**src/rtl/fetch_queue.sv**
```systemverilog
// fetch_queue: fetch address counter, ROM read issue and FWFT instruction FIFO with redirect flush; optional FETCH_PERF_EN adds bubble_cnt
module fetch_queue #(
    parameter int DEPTH = 4
) (
    input  logic        clk,
    input  logic        reset,
    input  logic        redirect,
    input  logic [8:0]  redirect_pc,
    output logic        imem_rd,
    output logic [8:0]  imem_addr,
    input  logic [8:0]  imem_data,
    output logic        inst_valid,
    output logic [8:0]  inst,
    output logic [8:0]  inst_pc,
    input  logic        inst_ready
`ifdef FETCH_PERF_EN
    ,
    output logic [15:0] bubble_cnt
`endif
);
    localparam int AW = DEPTH > 1 ? $clog2(DEPTH) : 1;
    logic [8:0]    fpc, ipc;
    logic          inflight, kill, push, pop;
    logic [AW:0]   count;
    logic [AW-1:0] rd_ptr, wr_ptr;
    logic [17:0]   mem [DEPTH];
    // Credit counts the in-flight read so a returning word always has a free slot.
    assign imem_rd    = reset && !redirect && (count + {{AW{1'b0}}, inflight} < (AW+1)'(DEPTH));
    assign imem_addr  = fpc;
    assign push       = inflight && !kill;
    assign inst_valid = count != '0;
    assign pop        = inst_valid && inst_ready;
    assign {inst_pc, inst} = inst_valid ? mem[rd_ptr] : 18'd0;
    always_ff @(posedge clk) begin
        if (push && !redirect)
            mem[wr_ptr] <= {ipc, imem_data};
    end
    always_ff @(posedge clk or negedge reset) begin
        if (!reset) begin
            fpc      <= '0;
            ipc      <= '0;
            inflight <= 1'b0;
            kill     <= 1'b0;
            count    <= '0;
            rd_ptr   <= '0;
            wr_ptr   <= '0;
        end else if (redirect) begin
            fpc      <= redirect_pc;
            kill     <= inflight;
            inflight <= 1'b0;
            count    <= '0;
            rd_ptr   <= '0;
            wr_ptr   <= '0;
        end else begin
            inflight <= imem_rd;
            kill     <= 1'b0;
            if (imem_rd) begin
                fpc <= fpc + 9'd1;
                ipc <= fpc;
            end
            if (push)
                wr_ptr <= wr_ptr + AW'(1);
            if (pop)
                rd_ptr <= rd_ptr + AW'(1);
            count <= count + (AW+1)'(push) - (AW+1)'(pop);
        end
    end
`ifdef FETCH_PERF_EN
    always_ff @(posedge clk or negedge reset) begin
        if (!reset)
            bubble_cnt <= '0;
        else if (redirect)
            bubble_cnt <= '0;
        else if (inst_ready && !inst_valid && bubble_cnt != 16'hFFFF)
            bubble_cnt <= bubble_cnt + 16'd1;
    end
`endif
endmodule

```
**config.mk**
```make
export PLATFORM = sky130hd
export DESIGN_NAME = fetch_queue
export DESIGN_NICKNAME = d
export VERILOG_FILES = /design/src/rtl/fetch_queue.sv
export SDC_FILE = /design/constraint.sdc
export NUM_CORES = 1
export LEC_CHECK = 0
export ABC_AREA = 1
export CAP_MARGIN = 15
export CELL_PAD_IN_SITES_DETAIL_PLACEMENT = 1
export CELL_PAD_IN_SITES_GLOBAL_PLACEMENT = 2
export CORE_ASPECT_RATIO = 0.7
export CORE_MARGIN = 2
export CORE_UTILIZATION = 36
export CTS_CLUSTER_SIZE = 24
export DETAILED_ROUTE_END_ITERATION = 12
export GPL_ROUTABILITY_DRIVEN = 0
export PLACE_DENSITY_LB_ADDON = 0.2
export SETUP_SLACK_MARGIN = 0.2
export SYNTH_ARGS = -nofsm -noshare
export SYNTH_HDL_FRONTEND = slang
export SYNTH_SLANG_ARGS = --single-unit
```
**constraint.sdc**
```tcl
create_clock -name clk -period 2.6 [get_ports clk]
set_input_delay 0.26 -clock clk [delete_from_list [all_inputs] [get_ports clk]]
set_output_delay 0.26 -clock clk [all_outputs]
set_load 0.01 [all_outputs]
```
==> impl_metrics.ini <==
[grt]
grt_max_degree = 31
track_usage = 0.172
antenna_found_initial = 0
grt_overflow_total = 0
grt_pass1_wl_um = 16500
grt_pass1_vias = 3087

[yosys]
ys.flop_type = edfxtp_1
yosysUniqueCellTypes = 27
synth_top_area_cell = edfxtp_1
synth_area_leaders = edfxtp_1 (50%), dfrtp_1 (16%), nor2_1 (7.5%)
ys_ff_latch = 99
async_flop_share = 0.273
synth_nets = 430
synth-edff-count = 72
synth-warning-count = 0
syn_area_um2 = 4360
synthCells = 400
synth_area_per_cell_um2 = 10.9
seq_area_frac_synth = 0.651
synthDominantCellAreaShare = 0.496

[route]
drc = 0
vias_per_cell = 4.83
routedWlPerCell_um = 16.4
drtIter0Drc = 119
first_pass_iters = 4
wl_um = 10100
via_count = 2984
postRouteAntennaNets = 0

[clock_tree]
post-cts-setup-buffer-count = 0
clk_pin_slew_ps = 60
cts-htree-levels = 3
clockRootBuffer = clkbuf_16
holdBufCountCts = 0
clk_path_buf_depth = 2
cts_sinks = 99
cts_buffers = 9
cts_tree = yes
clkLatencyLatePin_ps = 340
cts_resized = 2

[power]
vdd_drop_max_v = 0.000530
powerDensity_nw_per_um2 = 916
leakage_nw = 2.08

[cells_and_area]
final_cells = 618
layout_common_cells = nor2_1 (87), edfxtp_1 (72), nand2_1 (54), clkdlybuf4s50_1 (50), o21ai_0 (39)
synthToLayoutAreaGrowth_pct = 22.5
final_common_cell = nor2_1
drive_above_1_share = 0.121
nNetsFinal = 486
antenna_cells = 0

[placed_design]
placedCellCount = 602
port_buffers = 50
dp_hpwl_um = 6600

[min_path]
hp-class = input port to async pin

[floorplanning]
io_pins = 51
die_x_um = 136
start_util = 0.370
dieArea_um2 = 13000
rows = 33
core_area_um2 = 11800
die_y_um = 96.1

[sta]
setup_violations = 0
timing.slew.headroom = 0.722
hold_violations = 0
maxSlewViolCount = 0
fin_skew_ps = 3.73
rsz0062_at_grt = true
fmax_ghz = 0.435
tightestPinTransition_ps = 414
period_needed_ps = 2300
fin_tns_setup_ps = 0
fin_crit_sh = 0.884

[worst_setup_path]
crit_required_ps = 2340
worstRegToRegCells = 11
crit_arrival_ps = 2040
crit_type = flip-flop to output port
end_kind = output port
critPathMaxFanout = 30
worstSetupStartpointType = flip-flop

[run_status]
status = finished, final reports clean

[flow_run]
maxCapViolations = 0
critical path: stages, from the launching register on:
cell and delay (ps):
dfrtp_1 430, inv_2 170, buf_8 230, o21ai_0 130
a21oi_1 170, clkdlybuf4s50_1 560
cells in the mapped netlist (2+ instances only):
| cell type | instances |
|---|---|
| a21oi_1 | 19 |
| buf_2 | 5 |
| buf_4 | 3 |
| buf_6 | 5 |
| clkbuf_1 | 2 |
| dfrtp_1 | 27 |
| edfxtp_1 | 72 |
| ha_1 | 7 |
| inv_1 | 26 |
| inv_2 | 3 |
| nand2_1 | 54 |
| nand2_2 | 4 |
| nand3_1 | 12 |
| nand3_2 | 12 |
| nor2_1 | 87 |
| o21ai_0 | 39 |
| o21ai_1 | 5 |
| o21ai_2 | 7 |
| xor2_1 | 3 |
registers in the layout (all words and copies together), names as in the netlist:
register and flops:
count 3, imem_addr 9, inflight 1, ipc 9, kill 1, mem 72
rd_ptr 2, wr_ptr 2
report_power, final:
group / total, mW / switching, mW / internal (mW)
registers: 2.12 / 0.191 / 1.93
clock network: 1.30 / 0.557 / 0.742
logic: 1.47 / 0.817 / 0.650
kinds of logic after synthesis:
| logic type | synth area share |
|---|---|
| buffers and inverters | 0.0540 |
| and+or+nand+nor | 0.178 |
| DFF | 0.651 |
| xor gates and xnor gates | 0.00603 |
| AOI/OAI and AO/OA | 0.0864 |
| adders and majority gates | 0.0247 |
routing by layer:
layer,share of wire,global-route usage,up-vias
li1,-,-,1453
met1,0.50,0.243,1483
met2,0.46,0.272,41
met3,0.033,0.0379,7
met4,0.010,0.0469,0
met5,0,0,-
worst paths after layout:
path	from	to	slack [ps]
max	rd_ptr[0]$_DFFE_PN0P_	inst_pc[8]	300
min	reset	imem_addr[0]$_DFFE_PN0P_	330
max reg2reg	count[1]$_DFF_PN0_	count[2]$_DFF_PN0_	460
min reg2reg	inflight$_DFF_PN0_	kill$_DFF_PN0_	540
max in group asynchronous	reset	rd_ptr[0]$_DFFE_PN0P_	1990
min in group clk	redirect_pc[8]	imem_addr[8]$_DFFE_PN0P_	490
layout make-up:
cell class,count,area [um^2]
fillers,1291,6430
flip-flops and latches,99,2840
multi-input cells,254,1290
repair buffers,62,606
clock buffers,9,225
well taps,157,196
inverters,30,118
clock inverters,7,67.6
per-stage QoR:
step / power, mW / util / hold slack (ps) / instance area [um^2] / setup WS [ps]
final: 4.89 / 0.454 / 333 / 5340 / 301
after global routing: 5.20 / 0.454 / 370 / 5340 / 156
after CTS: 4.96 / 0.453 / 343 / 5330 / 251
after detailed placement: 3.62 / 0.427 / 527 / 5020 / 466
after global placement: 3.58 / 0.427 / 509 / 5020 / 585
after floorplan: 2.93 / - / -35.6 / 4360 / 620
Note: power is estimated with default switching activity, not from simulation.
